**src/rtl/lc4_alu_pkg.sv**
```systemverilog
// Shared LC4 ALU definitions: divider FSM states
// and the DIV/MOD opcode constants used by the output mux.
package lc4_alu_pkg;

  typedef enum logic [1:0] {
    IDLE = 2'd0,
    CALC = 2'd1,
    DONE = 2'd2
  } divmod_state_e;

  localparam logic [2:0] ALU_DIV = 3'd3;
  localparam logic [2:0] ALU_MOD = 3'd4;

endpackage

```
**src/rtl/lc4_divmod_step.sv**
```systemverilog
// One restoring-division step: shift, trial subtract, select.
// Ports: rem_i/q_i/dvsr_i in, rem_o/q_o out (all WIDTH bits).
module lc4_divmod_step #(
  parameter int WIDTH = 16
) (
  input  logic [WIDTH-1:0] rem_i,
  input  logic [WIDTH-1:0] q_i,
  input  logic [WIDTH-1:0] dvsr_i,
  output logic [WIDTH-1:0] rem_o,
  output logic [WIDTH-1:0] q_o
);

  // Full WIDTH+1 shifted remainder so divisors with the
  // MSB set still divide correctly.
  logic [WIDTH:0] shifted;
  logic [WIDTH:0] trial;
  logic           neg;

  assign shifted = {rem_i, q_i[WIDTH-1]};
  assign trial   = shifted - {1'b0, dvsr_i};
  assign neg     = trial[WIDTH];

  assign rem_o = neg ? shifted[WIDTH-1:0]
                     : trial[WIDTH-1:0];
  assign q_o   = {q_i[WIDTH-2:0], ~neg};

endmodule

```
**src/rtl/lc4_divmod_seq.sv**
```systemverilog
// Sequential unsigned DIV/MOD unit, one bit per cycle.
// Ports: req_valid/req_ready/dividend/divisor in-handshake,
// rsp_valid/rsp_ready/quotient/remainder out-handshake, busy.
module lc4_divmod_seq
  import lc4_alu_pkg::*;
#(
  parameter int WIDTH = 16,
  parameter int CNT_W = 5
) (
  input  logic             clk,
  input  logic             rst_n,
  input  logic             req_valid,
  output logic             req_ready,
  input  logic [WIDTH-1:0] dividend,
  input  logic [WIDTH-1:0] divisor,
  output logic             rsp_valid,
  input  logic             rsp_ready,
  output logic [WIDTH-1:0] quotient,
  output logic [WIDTH-1:0] remainder,
  output logic             busy
);

  localparam logic [CNT_W-1:0] LAST =
    CNT_W'(WIDTH - 1);

  divmod_state_e    state_q, state_d;
  logic [CNT_W-1:0] cnt_q, cnt_d;
  logic [WIDTH-1:0] rem_q, rem_d;
  logic [WIDTH-1:0] q_q, q_d;
  logic [WIDTH-1:0] dvsr_q, dvsr_d;
  logic [WIDTH-1:0] step_rem;
  logic [WIDTH-1:0] step_q;

  lc4_divmod_step #(
    .WIDTH(WIDTH)
  ) u_step (
    .rem_i (rem_q),
    .q_i   (q_q),
    .dvsr_i(dvsr_q),
    .rem_o (step_rem),
    .q_o   (step_q)
  );

  always_ff @(posedge clk or negedge rst_n) begin
    if (!rst_n) begin
      state_q <= IDLE;
      cnt_q   <= '0;
      rem_q   <= '0;
      q_q     <= '0;
      dvsr_q  <= '0;
    end else begin
      state_q <= state_d;
      cnt_q   <= cnt_d;
      rem_q   <= rem_d;
      q_q     <= q_d;
      dvsr_q  <= dvsr_d;
    end
  end

  always_comb begin
    state_d = state_q;
    cnt_d   = cnt_q;
    rem_d   = rem_q;
    q_d     = q_q;
    dvsr_d  = dvsr_q;
    case (state_q)
      IDLE: begin
        if (req_valid) begin
          dvsr_d = divisor;
          cnt_d  = '0;
          rem_d  = '0;
          // Divide by zero yields 0/0 immediately.
          if (divisor == '0) begin
            q_d     = '0;
            state_d = DONE;
          end else begin
            q_d     = dividend;
            state_d = CALC;
          end
        end
      end
      CALC: begin
        rem_d = step_rem;
        q_d   = step_q;
        if (cnt_q == LAST) begin
          cnt_d   = '0;
          state_d = DONE;
        end else begin
          cnt_d = cnt_q + 1'b1;
        end
      end
      DONE: begin
        if (rsp_ready) state_d = IDLE;
      end
      default: state_d = IDLE;
    endcase
  end

  assign req_ready = (state_q == IDLE);
  assign rsp_valid = (state_q == DONE);
  assign busy      = (state_q != IDLE);
  assign quotient  = q_q;
  assign remainder = rem_q;

endmodule

```
**config.mk**
```make
export PLATFORM = sky130hd
export DESIGN_NAME = lc4_divmod_seq
export DESIGN_NICKNAME = d
export VERILOG_FILES = /design/src/rtl/lc4_alu_pkg.sv /design/src/rtl/lc4_divmod_step.sv /design/src/rtl/lc4_divmod_seq.sv
export SDC_FILE = /design/constraint.sdc
export NUM_CORES = 1
export LEC_CHECK = 0
export ABC_AREA = 1
export ABC_CLOCK_PERIOD_IN_PS = 5100
export CORE_MARGIN = 8
export CORE_UTILIZATION = 57
export DETAILED_ROUTE_END_ITERATION = 6
export PLACE_DENSITY_LB_ADDON = 0.1
export SYNTH_ARGS = -nofsm -noshare
export SYNTH_HDL_FRONTEND = slang
export SYNTH_SLANG_ARGS = --single-unit
```
**constraint.sdc**
```tcl
create_clock -name clk -period 5.1 [get_ports clk]
set_clock_uncertainty 0.1 [all_clocks]
set_input_delay 0.765 -clock clk [delete_from_list [all_inputs] [get_ports clk]]
set_output_delay 0.765 -clock clk [all_outputs]
set_load 0.005 [all_outputs]
```
==> impl_metrics.prom <==
# TYPE chip_impl_metric gauge
chip_impl_info{name="status",value="complete, no violations"} 1
chip_impl_metric{name="p_leak",unit="uW"} 0.00233
chip_impl_metric{name="route.antenna.remaining_nets",unit=""} 0
chip_impl_metric{name="io_buffer_count",unit=""} 70
chip_impl_metric{name="grtUsageTotal",unit="%"} 21.0
chip_impl_info{name="post_synth_main_area_contributors",value="dfrtp_1, nand2_1, inv_1, ha_1, nand3_1"} 1
chip_impl_metric{name="fill_cells",unit=""} 537
chip_impl_metric{name="fp.dieW",unit="um"} 96.1
chip_impl_info{name="cts_tree",value="yes"} 1
chip_impl_metric{name="initial_core_util",unit="%"} 58.2
chip_impl_metric{name="timing_hold_violations_final",unit=""} 0
chip_impl_metric{name="cts-resized-gates",unit=""} 0
chip_impl_metric{name="wl_per_cell",unit="um"} 14.1
chip_impl_metric{name="top_area_cell_type_share_of_the_netlist_area",unit="%"} 37.7
chip_impl_metric{name="layout-drive-gt1-share",unit="%"} 9.63
chip_impl_metric{name="synth_edf_count",unit=""} 0
chip_impl_metric{name="post_dp_area",unit="sq um"} 4380
chip_impl_info{name="min_path_type",value="flip-flop to flip-flop"} 1
chip_impl_metric{name="first_global_vias",unit=""} 3354
chip_impl_metric{name="fin_tns_setup",unit="ns"} 0
chip_impl_info{name="synth_top_area_cell",value="dfrtp_1"} 1
chip_impl_metric{name="first_pass_iters",unit=""} 4
chip_impl_metric{name="via_per_inst",unit=""} 5.19
chip_impl_metric{name="drc",unit=""} 0
chip_impl_metric{name="async_reset_ff_share",unit="%"} 100
chip_impl_metric{name="fp.dieH",unit="um"} 96.1
chip_impl_metric{name="synth_seq_area_share",unit="%"} 37.7
chip_impl_metric{name="timing.reg2reg.setup_slack",unit="ns"} 2.49
chip_impl_metric{name="critical_path.max_fanout",unit=""} 17
chip_impl_metric{name="io-pin-count",unit=""} 71
chip_impl_metric{name="dr.first_iter.drc_count",unit=""} 224
chip_impl_metric{name="wire_length_of_the_first_global_routing_pass",unit="um"} 15400
chip_impl_metric{name="yosys.area_share.simple",unit="%"} 32.7
chip_impl_metric{name="dp.cells",unit=""} 640
chip_impl_metric{name="die_area",unit="sq um"} 9230
chip_impl_metric{name="place_congestion",unit=""} 0.870
chip_impl_metric{name="max-slew-margin-rel",unit="%"} 53.0
chip_impl_metric{name="final_min_period_over_clock_period",unit="%"} 51.2
chip_impl_metric{name="final_net_count",unit=""} 624
chip_impl_metric{name="stdcell_count",unit=""} 648
chip_impl_metric{name="cts_hold_repair.buffers",unit=""} 0
chip_impl_metric{name="finalWirelength",unit="um"} 9140
chip_impl_info{name="critPathLaunchType",value="flip-flop"} 1
chip_impl_metric{name="synthXorXnorAreaFrac",unit="%"} 1.92
chip_impl_metric{name="ys_warn_count",unit=""} 0
chip_impl_metric{name="slew_viol_final",unit=""} 0
chip_impl_metric{name="core.rowCount",unit=""} 29
chip_impl_metric{name="share_of_synthesized_cell_area_in_full_adder_half_adder_and_majority_cells",unit="%"} 6.37
chip_impl_metric{name="grt_start_max_net_pins",unit=""} 56
chip_impl_metric{name="area_growth_syn_to_layout",unit="%"} 23.1
chip_impl_metric{name="vias",unit=""} 3366
chip_impl_metric{name="drv.max_cap_violation_count",unit=""} 0
chip_impl_metric{name="synthesis.nets",unit=""} 558
chip_impl_metric{name="syn-mean-instance-area",unit="sq um"} 7.25
chip_impl_metric{name="antenna_cells_inserted",unit=""} 0
chip_impl_metric{name="setup_viol_count_final",unit=""} 0
chip_impl_metric{name="core-area",unit="sq um"} 6280
chip_impl_info{name="grt_setup_unrepaired",value="false"} 1
chip_impl_metric{name="postSynthCellCount",unit=""} 504
chip_impl_info{name="start_to_end_type_of_the_worst_setup_path",value="flip-flop to flip-flop"} 1
chip_impl_metric{name="clock_buffer_count_from_cts",unit=""} 5
chip_impl_info{name="postSynth.topFlopCell",value="dfrtp_1"} 1
chip_impl_metric{name="fin_crit",unit="ns"} 2.61
chip_impl_metric{name="clk_latency",unit="ns"} 0.31
chip_impl_info{name="largest_family_of_logic_cells_by_synthesized_area",value="simple AND/OR/NAND/NOR gates"} 1
chip_impl_metric{name="sink_count_of_the_clock_tree",unit=""} 55
chip_impl_metric{name="powerDensity",unit="nW/um^2"} 789
chip_impl_metric{name="synth.ff_latch_count",unit=""} 55
chip_impl_metric{name="required_time_reported_for_the_critical_path_endpoint",unit="ns"} 5.25
chip_impl_metric{name="post_synth_num_cell_types",unit=""} 38
chip_impl_metric{name="max_freq",unit="GHz"} 0.383
chip_impl_info{name="root_buffer",value="clkbuf_8"} 1
chip_impl_metric{name="postLayoutCoreUtil",unit="%"} 71.6
chip_impl_metric{name="grt_antenna_before_repair",unit=""} 0
chip_impl_metric{name="synth-compound-area-share",unit="%"} 8.70
chip_impl_metric{name="gr-total-overflow",unit=""} 0
chip_impl_metric{name="fin_area",unit="sq um"} 4500
chip_impl_metric{name="syn-cell-area",unit="sq um"} 3650
chip_impl_metric{name="actual_transition_at_the_worst_max_transition_pin",unit="ns"} 0.705
chip_impl_metric{name="critical_path_arrival",unit="ns"} 2.76
chip_impl_metric{name="vdd_ir_drop_max",unit="mV"} 0.686
chip_impl_metric{name="cts-htree-levels",unit=""} 2
chip_impl_metric{name="clock_input_transition_at_the_sequential_cells_of_the_worst_setup_and_hold_paths",unit="ns"} 0.10
chip_impl_info{name="crit_path_end_kind",value="flip-flop"} 1
chip_impl_metric{name="dp.final_hpwl",unit="um"} 6860
chip_impl_metric{name="cts-root-to-sink-buffers",unit=""} 2
chip_impl_metric{name="muxShareOfSynthArea",unit="%"} 0.308
chip_impl_metric{name="total_power",unit="uW"} 3550
chip_impl_metric{name="cts.repair_timing.setup_buffer_count",unit=""} 0
==> critical path: stages (launching register included) <==
cell and delay (ns):
dfrtp_1 0.40, inv_1 0.12, ha_1 0.16, inv_1 0.07
fa_1 0.41, nand2_2 0.09, nand2_2 0.08, nand3_2 0.09
nand2_2 0.09, nand2_2 0.10, nand3_1 0.11, nand2_4 0.28
nand2_1 0.20, nand2_1 0.10, nand2_1 0.08, nand2_1 0.06
==> metrics by stage <==
step	worst slack [ns]	hold slack, ns
after CTS	2.51	0.410
after global placement	2.30	0.384
final	2.49	0.408
after global routing	2.37	0.440
after floorplan	2.95	0.369
after detailed placement	2.27	0.395
==> cells in the mapped netlist, types with 2 or more instances <==
cell / number
a21oi_1: 9
a21oi_2: 2
a22oi_1: 3
buf_2: 9
clkbuf_1: 3
dfrtp_1: 55
ha_1: 17
inv_1: 90
inv_2: 3
nand2_1: 169
nand2_2: 18
nand2_4: 2
nand3_1: 30
nand3_2: 9
nand3b_1: 4
nand4_1: 2
nor2_1: 22
nor2_2: 2
nor3_1: 2
o21ai_0: 16
o21ai_1: 2
o221ai_1: 13
xnor2_1: 6
xor2_1: 2
==> state kept, by name, summed over array words and instances, names as in the netlist <==
| register | count |
|---|---|
| dvsr_q | 16 |
| remainder | 16 |
| quotient | 16 |
| state_q | 2 |
| cnt_q | 5 |
==> layout by cell type (no fill, tap or decap), types with 2 or more instances in the layout <==
cell type        instances
ha_1                    17
a21oi_2                  2
o221ai_1                13
o21ai_0                 16
nor2_1                  20
xnor2_1                  6
a22oi_1                  3
nand3_1                 30
nor3_1                   2
nand4_1                  2
nand2_1                169
inv_1                   90
nand3_2                  9
clkbuf_8                 6
xor2_1                   2
dfrtp_1                 55
nand3b_1                 4
clkdlybuf4s50_1         69
nand2_2                 18
a21oi_1                  9
inv_2                    3
o21ai_1                  2
buf_4                    4
nor2_2                   4
nand2_4                  2
==> per-layer routing <==
metal  GRT usage (%)  vias up  routed length (um)
met5               0        -                   0
met3            3.90       16                 359
met4            6.15        0                 155
met2            35.8       78                4600
met1            26.4     1574                4030
li1                -     1698                   -
==> path summary, 6_finish.rpt <==
kind                            depth (start not counted)             to    startpoint
worst min register to register                          2       cnt_q[4]      cnt_q[4]
max in group asynchronous                               2  remainder[14]         rst_n
worst max register to register                         15  remainder[11]  quotient[15]
min in group asynchronous                               2   remainder[7]         rst_n
worst min-delay path                                    2       cnt_q[4]      cnt_q[4]
worst max-delay path                                   15  remainder[11]  quotient[15]
==> area by class of cell <==
cell class | count | area (sq um) | share of cell area, %
flip-flops and latches | 55 | 1380 | 30.6
repair buffers | 74 | 726 | 16.1
clock buffers | 6 | 82.6 | 1.84
well taps | 77 | 96.3 | 2.14
inverters | 93 | 349 | 7.76
clock inverters | 2 | 35.0 | 0.779
multi-input cells | 341 | 1830 | 40.7
==> report_power, final <==
| part | switching [uW] | internal [uW] | leakage (uW) |
|---|---|---|---|
| combinational | 1470 | 983 | 0.00158 |
| clock | 145 | 159 | 0.0000612 |
| sequential | 136 | 649 | 0.000686 |
| total | 1760 | 1790 | 0.00233 |
==> kinds of logic (layout without fill, tap and decap cells) <==
logic type | after synthesis | count (layout)
and+or+nand+nor | 265 | 265
buffers and inverters | 108 | 175
DFF | 55 | 55
AOI/OAI and AO/OA | 49 | 49
adders and majority gates | 18 | 18
xor gates and xnor gates | 8 | 8
muxes | 1 | 1
Note: power is estimated with default switching activity, not from simulation.
==> patch 1: new RTL, same flow settings <==
The parameter `CNT_W` goes from 5 to 10.
--- a/src/rtl/lc4_divmod_seq.sv
+++ b/src/rtl/lc4_divmod_seq.sv
@@ -5,7 +5,7 @@
   import lc4_alu_pkg::*;
 #(
   parameter int WIDTH = 16,
-  parameter int CNT_W = 5
+  parameter int CNT_W = 10
 ) (
   input  logic             clk,
   input  logic             rst_n,
Function: same outputs for any inputs over 10 cycles, from zero or initial values and one cycle with rst_n low; that may be too few to reach the edited logic, so the function may still have changed.
==> patch 1 against the unedited design <==
Synthesized cell count rose by 7.1%; power grew 3.7%; worst setup slack got worse by 0.91 ns; sequential cell count up 5; area after synthesis is 5.7% higher; wire length rose by 8.4%; cell area grew 5.8%; core utilization fell by 0.44 points.
==> patch 1: results (changes against the unedited design) <==
| Metric | Value |
|---|---|
| Final wirelength | 9910 µm (+8.4%) |
| Syn Nets | 594 (+6.5%) |
| First-pass GRT wire length | 17300 µm (+12%) |
| Rel. slew slack | 0.283 (-0.247) |
| Drt initial violations | 187 (-17%) |
| Routed via count | 3654 (+8.6%) |
| Post-synthesis mux area share | 0 (-0.00308) |
| Capturing point of the worst reg2reg path | cnt_q[4]$_DFFE_PN0P_ |
| Maximum vdd drop | 0.418 mV (-39%) |
| Net count, final | 661 (+5.9%) |
| Synth top cells by count | nand2_1 (186), inv_1 (78), dfrtp_1 (60) |
| Avg WL per Cell | 14.3 µm (+1.5%) |
| Placed cells | 676 (+5.6%) |
| Sequential-to-total area share from yosys stat | 0.389 (+0.0123) |
| Overall global routing resource usage | 0.216 (+0.00545) |
| R2r setup slk | 1.94 ns (-0.55 ns) |
| CP max FO | 49 (+32) |
| Pin count of the biggest net entering global routing | 61 (+8.9%) |
| Status | completed |
| CP max-delay cell | nor2_2 |
| FF-to-FF path depth | 9 (-6) |
| Mapped Cells | 540 (+7.1%) |
| Pre-CTS worst setup slack | 1.34 ns (-0.929 ns) |
| Compound-Gate Fraction of Synth Area | 0.106 (+0.0193) |
| Max Fclk | 284 MHz (-26%) |
| CP Launch Point | req_valid |
| Routability congestion estimate | 0.902 (+3.7%) |
| Distinct cells, synth | 36 (-5.3%) |
| Latest clock arrival within the worst-skew pair | 0.33 ns (+0.02 ns) |
| Area contributors post-synth | dfrtp_1 (39%), nand2_1 (18%), inv_1 (7.6%) |
| Clock-pin slew on the worst setup and hold paths | 0.07 ns (-0.03 ns) |
| H-Tree Depth | 3 (+1) |
| Share of layout cells above drive strength 1 | 0.0556 (-0.0408) |
| Post-synthesis xor/xnor area fraction | 0.0227 (+0.00351) |
| Post-DP HPWL | 7350 µm (+7.1%) |
| Adder-cell area share of the yosys netlist | 0.0603 (-0.00341) |
| Hold_ws | 0.395 ns (-0.0124 ns) |
| Worst path top cell family by delay | buffers and inverters |
| WL met2 | 4750 µm (+3.3%) |
| Hold Path Sink | cnt_q[9]$_DFFE_PN0P_ |
| Hold Crit Start | cnt_q[9]$_DFFE_PN0P_ |
| FF-to-FF Start | state_q[1]$_DFFE_PN0P_ |
| WL met3 | 578 µm (+61%) |
| CP max stage delay | 0.86 ns (+0.45 ns) |
| Area after DPL | 4590 µm² (+4.9%) |
## patch 1: cell types whose count changed in the layout (fill, tap and decap cells not counted), sizes merged, moves of 8 or more
cell,delta
o22ai,+17
nand3,-9
clkbuf,+8
o221ai,-13
inv,-13
a21oi,+19
nand3b,+12
## patch 1: area by class of cell
| cell class | count | area, µm² |
|---|---|---|
| Clock buffer | 14 | 153 |
| Clock inverter | 2 | 10.0 |
| Fill cell | 575 | 1920 |
| Inverter | 80 | 300 |
| Multi-Input combinational cell | 383 | 1970 |
| Sequential cell | 60 | 1500 |
| Tap cell | 80 | 100 |
| Timing Repair Buffer | 73 | 718 |
## patch 1: report_power, final
group / internal [µW] / leakage (µW) / total [µW] / switching [µW]
logic: 986 / 0.00160 / 2440 / 1450
registers: 705 / 0.000731 / 870 / 165
clock network: 189 / 0.0000844 / 371 / 182
## patch 1: layer usage
metal  GRT usage  vias to the layer above
li1            -                     1846
met1       0.273                     1712
met2       0.349                       88
met3      0.0569                        8
met4      0.0697                        0
met5           0                        -
==> patch 2: new RTL, same flow settings <==
Without the edit above. Take the reset off `q_q` and `dvsr_q` and load them in a clocked block of their own.
--- a/src/rtl/lc4_divmod_seq.sv
+++ b/src/rtl/lc4_divmod_seq.sv
@@ -46,15 +46,16 @@
       state_q <= IDLE;
       cnt_q   <= '0;
       rem_q   <= '0;
-      q_q     <= '0;
-      dvsr_q  <= '0;
     end else begin
       state_q <= state_d;
       cnt_q   <= cnt_d;
       rem_q   <= rem_d;
-      q_q     <= q_d;
-      dvsr_q  <= dvsr_d;
     end
+  end
+
+  always_ff @(posedge clk) begin
+    q_q    <= q_d;
+    dvsr_q <= dvsr_d;
   end
 
   always_comb begin
Formal check against the unedited RTL: not equivalent (Yosys sat finds a counterexample within 4 cycles, from zero or initial values and one cycle with rst_n low).
==> patch 2 against the unedited design <==
Area after synthesis decreased by 1.1%; power decreased by 31%; critical path type is now in -> reg; worst setup slack got worse by 0.34 ns; register-to-register slack improved by 0.02 ns; cell area decreased by 0.78%; maximum frequency decreased by 12%; critical endpoint is now quotient[11]$_DFFE_PP_; sequential cell count unchanged; first-iteration DRC count decreased by 41%; via count decreased by 5.3%; largest power group unchanged; wire length decreased by 4.1%.
==> patch 2: results (changes against the unedited design) <==
| Metric | Value |
|---|---|
| Status | completed |
| Final Setup Violations | 0 (unchanged) |
| Pin count of the biggest net entering global routing | 36 (-36%) |
| Syn Nets | 521 (-6.6%) |
| Synth Warn # | 0 (unchanged) |
| Clock-pin slew on the worst setup and hold paths | 0.10 ns (about the same) |
| Share of flip-flops with an asynchronous set or reset | 0.418 (-0.582) |
| Share of layout cells above drive strength 1 | 0.0708 (-0.0256) |
| Post-DP HPWL | 6610 µm (-3.6%) |
| Routed Antenna Nets | 0 (unchanged) |
| Post-CTS sizing | 0 (unchanged) |
| Overall global routing resource usage | 0.198 (-0.0122) |
| Hold Path Class | reg -> reg |
| DR pass1 iterations | 5 (+1) |
| N_diodes | 0 (unchanged) |
| Rel. slew slack | 0.225 (-0.305) |
| PortBufs | 70 (unchanged) |
| # Post-CTS Setup Buffers | 0 (unchanged) |
| Routability congestion estimate | 0.923 (+6.1%) |
| Max Root-Sink Buffers | 2 (unchanged) |
| Setup TNS | 0 ns (unchanged) |
| Vias in the first global route | 3132 (-6.6%) |
| Sequential-to-total area share from yosys stat | 0.425 (+0.0483) |
| Top FF cell, synth | edfxtp_1 |
| Area contributors post-synth | edfxtp_1 (27%), nand2_1 (18%), dfrtp_1 (16%) |
| Num CTS Buffers | 5 (unchanged) |
| Drt initial violations | 133 (-41%) |
| First-pass GRT wire length | 14000 µm (-8.8%) |
| Worst EP arrival | 2.92 ns (+0.16 ns) |
| Distinct cells, synth | 37 (-2.6%) |
| Pleak | 0.00225 µW (-3.6%) |
| Area after DPL | 4350 µm² (-0.63%) |
| Latest clock arrival within the worst-skew pair | 0.31 ns (about the same) |
| Hold_buf cts | 0 (unchanged) |
| FF-to-FF path depth | 14 (-1) |
| Avg WL per Cell | 14.3 µm (+1.2%) |
| Worst Hold Path Cells | 2 (unchanged) |
| Synth top cells by count | nand2_1 (176), inv_1 (73), nand3_1 (41) |
| Net count, final | 590 (-5.4%) |
| Maximum vdd drop | 0.424 mV (-38%) |
| Initial antenna violation count | 0 (unchanged) |
| CP max FO | 17 (unchanged) |
| Post-synth EDFFs | 32 (+32) |
| Fillers | 501 (-6.7%) |
| Clock root buffer | clkbuf_8 |
| Routed via count | 3189 (-5.3%) |
| H-Tree Depth | 2 (unchanged) |
-- patch 2: area by class of cell --
class	instances	area (µm²)	area share
clock buffers	6	72.6	0.0163
multi-input cells	327	1720	0.386
well taps	77	96.3	0.0216
clock inverters	2	37.5	0.00841
flip-flops and latches	55	1540	0.344
repair buffers	72	716	0.160
inverters	75	282	0.0631
-- patch 2: per-stage QoR --
stage	util	instances	power, µW	worst slack [ns]	hold slack [ns]
floorplan	-	467	1700	2.84	0.369
global placement	0.697	606	2130	1.80	0.397
global route	0.715	614	2650	2.04	0.445
detailed placement	0.697	606	2170	1.79	0.406
finish	0.715	614	2460	2.15	0.419
CTS	0.715	614	2470	2.13	0.421
-- patch 2: report_power, final --
part           switching (µW)  leakage (µW)  internal (µW)
logic                     803       0.00158            576
clock network             146     0.0000514            147
registers                 111      0.000616            674
-- patch 2: cells by family after synthesis --
kind of cell,count (synthesis),share of synthesized area
AND/OR/NAND/NOR,285,0.366
adder cells (fa/ha/maj),18,0.0644
AO/OA/AOI/OAI,17,0.0287
flip-flops,55,0.425
buffers and inverters,85,0.0986
XOR/XNOR,7,0.0170
-- patch 2: worst max-delay path: stages --
cell	delay (ns)
clkdlybuf4s50_1	0.44
nor4_1	0.61
nand4_1	0.74
nand3_1	0.27
nand2_1	0.09
-- patch 2: worst paths after layout --
check                                  startpoint                  endpoint  slack [ns]
min                          cnt_q[4]$_DFFE_PN0P_      cnt_q[4]$_DFFE_PN0P_        0.42
min in group asynchronous                   rst_n  remainder[7]$_DFFE_PN0P_        0.96
max in group asynchronous                   rst_n  remainder[9]$_DFFE_PN0P_        3.25
min reg2reg                  cnt_q[4]$_DFFE_PN0P_      cnt_q[4]$_DFFE_PN0P_        0.42
max                                    divisor[4]    quotient[11]$_DFFE_PP_        2.15
max reg2reg                quotient[15]$_DFFE_PP_  remainder[8]$_DFFE_PN0P_        2.51
-- patch 2: routing by layer --
metal	share of wire	global-route usage	vias to the layer above
li1	-	-	1605
met1	0.40	0.216	1474
met2	0.51	0.358	100
met3	0.070	0.0528	10
met4	0.021	0.0730	0
met5	0	0	-
